## src/rtl/ysyx_24080014_mem_rd_arbiter.sv

```systemverilog
// ysyx_24080014_mem_rd_arbiter: IFU (m0) / LSU (m1) arbiter for one memory read port, with a response watchdog.
// Define YSYX_24080014_RR_ARB_EN for round-robin arbitration; otherwise m1 has fixed priority over m0.
module ysyx_24080014_mem_rd_arbiter #(
  parameter int ADDR_W  = 32,
  parameter int DATA_W  = 32,
  parameter int TIMEOUT = 16
) (
  input  logic              ACLK,
  input  logic              ARESET,
  input  logic [ADDR_W-1:0] m0_araddr,
  input  logic              m0_arvalid,
  output logic              m0_arready,
  output logic [DATA_W-1:0] m0_rdata,
  output logic [1:0]        m0_rresp,
  output logic              m0_rvalid,
  input  logic              m0_rready,
  input  logic [ADDR_W-1:0] m1_araddr,
  input  logic              m1_arvalid,
  output logic              m1_arready,
  output logic [DATA_W-1:0] m1_rdata,
  output logic [1:0]        m1_rresp,
  output logic              m1_rvalid,
  input  logic              m1_rready,
  output logic [ADDR_W-1:0] s_araddr,
  output logic              s_arvalid,
  input  logic              s_arready,
  input  logic [DATA_W-1:0] s_rdata,
  input  logic [1:0]        s_rresp,
  input  logic              s_rvalid,
  output logic              s_rready,
  output logic [1:0]        grant
);
  typedef enum logic [1:0] {IDLE, ADDR, DATA, ERR} state_e;
  localparam int WD_W = (TIMEOUT > 2) ? $clog2(TIMEOUT) : 1;
  localparam logic [WD_W-1:0] WD_MAX = WD_W'(TIMEOUT - 1);
  state_e state_q;
  logic own_q;
  logic [ADDR_W-1:0] addr_q;
  logic [WD_W-1:0] wd_q;
  logic win, own_rready, in_data, in_err;
`ifdef YSYX_24080014_RR_ARB_EN
  logic last_q;
  assign win = (m0_arvalid && m1_arvalid) ? ~last_q : m1_arvalid;
`else
  assign win = m1_arvalid;
`endif
  always_ff @(posedge ACLK) begin
    if (ARESET) begin
      state_q <= IDLE;
      own_q   <= 1'b0;
      addr_q  <= '0;
      wd_q    <= '0;
`ifdef YSYX_24080014_RR_ARB_EN
      last_q  <= 1'b1;
`endif
    end else begin
      case (state_q)
        IDLE: if (m0_arvalid || m1_arvalid) begin
          state_q <= ADDR;
          own_q   <= win;
          addr_q  <= win ? m1_araddr : m0_araddr;
`ifdef YSYX_24080014_RR_ARB_EN
          last_q  <= win;
`endif
        end
        ADDR: if (s_arready) begin
          state_q <= DATA;
          wd_q    <= '0;
        end
        DATA: if (s_rvalid && s_rready) state_q <= IDLE;
          else if (!s_rvalid) begin
            if (wd_q == WD_MAX) state_q <= ERR;
            else wd_q <= wd_q + 1'b1;
          end
        ERR: if (own_rready) state_q <= IDLE;
        default: state_q <= IDLE;
      endcase
    end
  end
  assign in_data    = state_q == DATA;
  assign in_err     = state_q == ERR;
  assign own_rready = own_q ? m1_rready : m0_rready;
  assign m0_arready = state_q == IDLE && m0_arvalid && !win;
  assign m1_arready = state_q == IDLE && m1_arvalid && win;
  assign s_araddr   = addr_q;
  assign s_arvalid  = state_q == ADDR;
  assign s_rready   = in_data && own_rready;
  assign grant      = state_q == IDLE ? 2'b00 : {own_q, !own_q};
  // A timed-out transaction answers its owner with a zero SLVERR beat.
  assign m0_rvalid  = !own_q && ((in_data && s_rvalid) || in_err);
  assign m0_rdata   = (!own_q && in_data) ? s_rdata : '0;
  assign m0_rresp   = !own_q ? (in_data ? s_rresp : {in_err, 1'b0}) : 2'b00;
  assign m1_rvalid  = own_q && ((in_data && s_rvalid) || in_err);
  assign m1_rdata   = (own_q && in_data) ? s_rdata : '0;
  assign m1_rresp   = own_q ? (in_data ? s_rresp : {in_err, 1'b0}) : 2'b00;
endmodule

```

## config.mk

```make
export PLATFORM = sky130hd
export DESIGN_NAME = ysyx_24080014_mem_rd_arbiter
export DESIGN_NICKNAME = d
export VERILOG_FILES = /design/src/rtl/ysyx_24080014_mem_rd_arbiter.sv
export SDC_FILE = /design/constraint.sdc
export NUM_CORES = 1
export LEC_CHECK = 0
export ABC_AREA = 1
export BUFFER_PORTS_ARGS = -buffer_cell sky130_fd_sc_hd__buf_2
export CAP_MARGIN = 20
export CORE_MARGIN = 5
export CORE_UTILIZATION = 37
export CTS_CLUSTER_DIAMETER = 100
export DETAILED_ROUTE_END_ITERATION = 16
export PLACE_DENSITY = 0.81
export SLEW_MARGIN = 5
export SYNTH_ARGS = -nofsm -noshare
export SYNTH_HDL_FRONTEND = slang
export SYNTH_SLANG_ARGS = --single-unit
```

## constraint.sdc

```tcl
create_clock -name ACLK -period 1.4 [get_ports ACLK]
set_input_delay 0.28 -clock ACLK [delete_from_list [all_inputs] [get_ports ACLK]]
set_output_delay 0.28 -clock ACLK [all_outputs]
set_load 0.05 [all_outputs]
```

==> results.yml <==
timing:
  relSlewSlack_pct: 78.1
  tightest_slew_ns: 0.329
  hold-worst-slack_ns: 0.198
  setup-violations-final: 110
  fin_skew_ns: 0.00246
  rsz0062_at_grt: "true"
  max_freq_mhz: 591
  final_period_minus_worst_setup_slack_ns: 1.69
  finalCritPeriodShare_pct: 121
  fin_setup_tns_ns: -19.52
  hold_viol: 0
  setup_slack_ns: -0.292
  drv_slew: 0
cts:
  numCtsBuffers: 5
  cts_root_buffer: "clkbuf_8"
  cts_tree: "done"
  insertion_delay_ns: 0.29
  numClockSinks: 39
  clock_path_buffers: 2
  clk_pin_slew_ns: 0.08
  cts_max_level: 2
worst_setup_path:
  crit-reg2reg-launch: "state_q[0]"
  rr_worst_depth: 9
  worstPathRequired_ns: 1.12
  critical_path_class: "register to output port"
  endpoint: "m0_rdata[12]"
  rrSetupSlack_ns: -0.12
  cp.arrival_ns: 1.41
  r2r-end: "s_araddr[13]"
  path_max_fanout: 12
  setup.worst_path.end_class: "output port"
  setup.worst_path.start_class: "register"
  crit_path_start: "state_q[0]"
floorplan:
  pin_count: 214
  core-area_um2: 5960
  die_h_um: 88.6
  rows: 28
  initial_core_util_pct: 38.4
  fp.dieW_um: 88.6
  die-area_um2: 7860
synthesis:
  syn-instance-count: 378
  ys_ff_latch: 39
  synthTopCellsByCount: "nor2_1, nand2_1, inv_1"
  synth.most_common_cell: "nor2_1"
  mappedNetlistArea_um2: 2290
  synth_area_leader_cell: "dfxtp_1"
  syn_nets: 485
  yosys.cell_types.count: 26
  yosysSeqAreaShare_pct: 34.1
  async_flop_share_pct: 0
  synth.area.top_cells: "dfxtp_1, nor2_1, nand2_1"
  ys.flop_type: "dfxtp_1"
  synth.top_cell.area_share_pct: 34.1
  synth-edff-count: 0
  avgSynthCellArea_um2: 6.05
  synth_warnings: 0
flow_run:
  maxCapViolCount: 0
global_routing:
  grt_usage_pct: 24.7
  first_global_vias: 3190
  antenna_found_initial: 0
  grt_pass1_wl_um: 15500
  grt_max_degree: 52
  gr-total-overflow: 0
final_layout:
  drive_above_1_share_pct: 60.9
  areaGrowthSynthToFinish_pct: 128
  final_util_pct: 87.8
  nNetsFinal: 727
  nFillCells: 293
routing:
  drtAntennaViolNets: 0
  wl_um: 12600
  drcViolationCount: 0
  vias_per_cell: 5.11
  vias: 3561
  drtIter0Drc: 147
  firstDrtPassIters: 4
  routedWlPerCell_um: 18.1
placed_design:
  place_hpwl_um: 7430
  gp_congestion: 0.807
  pre_cts_ws_ns: 0.0105
  numPortBuffers: 213
power:
  total_power_uw: 10200
  worst_ir_drop_vdd_mv: 1.76
  power_density_nw_per_um2: 1950
  p_leak_uw: 0.00252
status:
  status: "finished, violations left"
  failed_checks: "setup timing"
hold_path:
  hp-class: "input pin to register"
## sequential cells by signal, indices dropped and copies added, names as in the netlist
register and cells:
own_q 1, state_q 2, wd_q 4, s_araddr 32
## kinds of logic (layout without fill, tap and decap cells)
family          count (synthesis)  in the layout  synth area share [%]
fa+ha+maj                       1              1                 0.547
buf+inv                        73            316                  13.3
flops                          39             39                  34.1
other cells                     0              1                     0
simple gates                  189            189                  32.9
compound gates                 76             76                  19.1
## critical path, stage by stage, from the launching register on
cell and delay (ns):
dfxtp_2 0.34, inv_2 0.07, nand2_4 0.06, clkinv_4 0.06, nand2_4 0.09, buf_12 0.18, nor2_4 0.14, buf_8 0.16
## area by class of cell
class                           instances  area [µm²]  area share [%]
Inverter                               50         198            3.78
Timing Repair Buffer                  258        2150            41.1
Clock inverter                          2        12.5           0.239
Tap cell                               75        93.8            1.80
Antenna cell                            1        2.50          0.0479
Multi-Input combinational cell        266        1910            36.5
Sequential cell                        39         790            15.1
Clock buffer                            6        72.6            1.39
## power by group
group          switching, µW  total, µW  leakage (µW)  internal [µW]
clock network            408        757     0.0000412            348
logic                   4850       7650       0.00216           2800
registers                254       1780      0.000325           1520
## what timing repair did
action,4_1_cts,5_1_grt
cloned,0,9
endpoints found under the hold margin,0,0
gates resized for setup,140,80
pin swaps,9,13
buffers inserted,5,8
hold buffers,0,0
setup endpoints to repair,76,111
## worst min-delay path by stage
| stage | slack [ns] | start | end | depth (start not counted) |
|---|---|---|---|---|
| 2_1_floorplan | 0.34 | ARESET | wd_q[2] | 1 |
| 3_3_place_gp | 0.50 | wd_q[2] | wd_q[2] | 2 |
| 3_5_place_dp | 0.50 | ARESET | wd_q[2] | 2 |
| 4_1_cts | 0.19 | ARESET | wd_q[2] | 2 |
| 5_1_grt | 0.20 | ARESET | wd_q[2] | 2 |
| 6_report | 0.20 | ARESET | wd_q[2] | 2 |
## per-stage QoR
stage,cell area [µm²],cells
after floorplan,2860,378
after global routing,5230,696
after CTS,4680,680
after global placement,4120,667
final,5230,697
after detailed placement,4120,667
## per-layer routing
metal | global-route usage [%] | share of wire (%) | up-vias
li1 | - | - | 1673
met2 | 45.5 | 53 | 198
met1 | 28.9 | 36 | 1660
met3 | 5.03 | 8.0 | 30
met5 | 0 | 0 | -
met4 | 6.46 | 2.7 | 0
## layout by cell type (no fill, tap or decap), types with 3 or more instances in the layout
master and count:
nor2_4 71, buf_2 137, nand2_4 4, nand2_2 5
o21ai_0 7, o21ai_2 3, o21ai_1 24, clkbuf_16 6
buf_12 8, nand2_1 84, buf_8 17, dfxtp_1 36
nor2_2 8, buf_4 31, o21ai_4 3, a31oi_1 25
clkbuf_8 5, a21oi_1 4, nor2_1 12, inv_1 43
inv_2 4, buf_6 59, a31oi_4 6
Note: power is estimated with default switching activity, not from simulation.
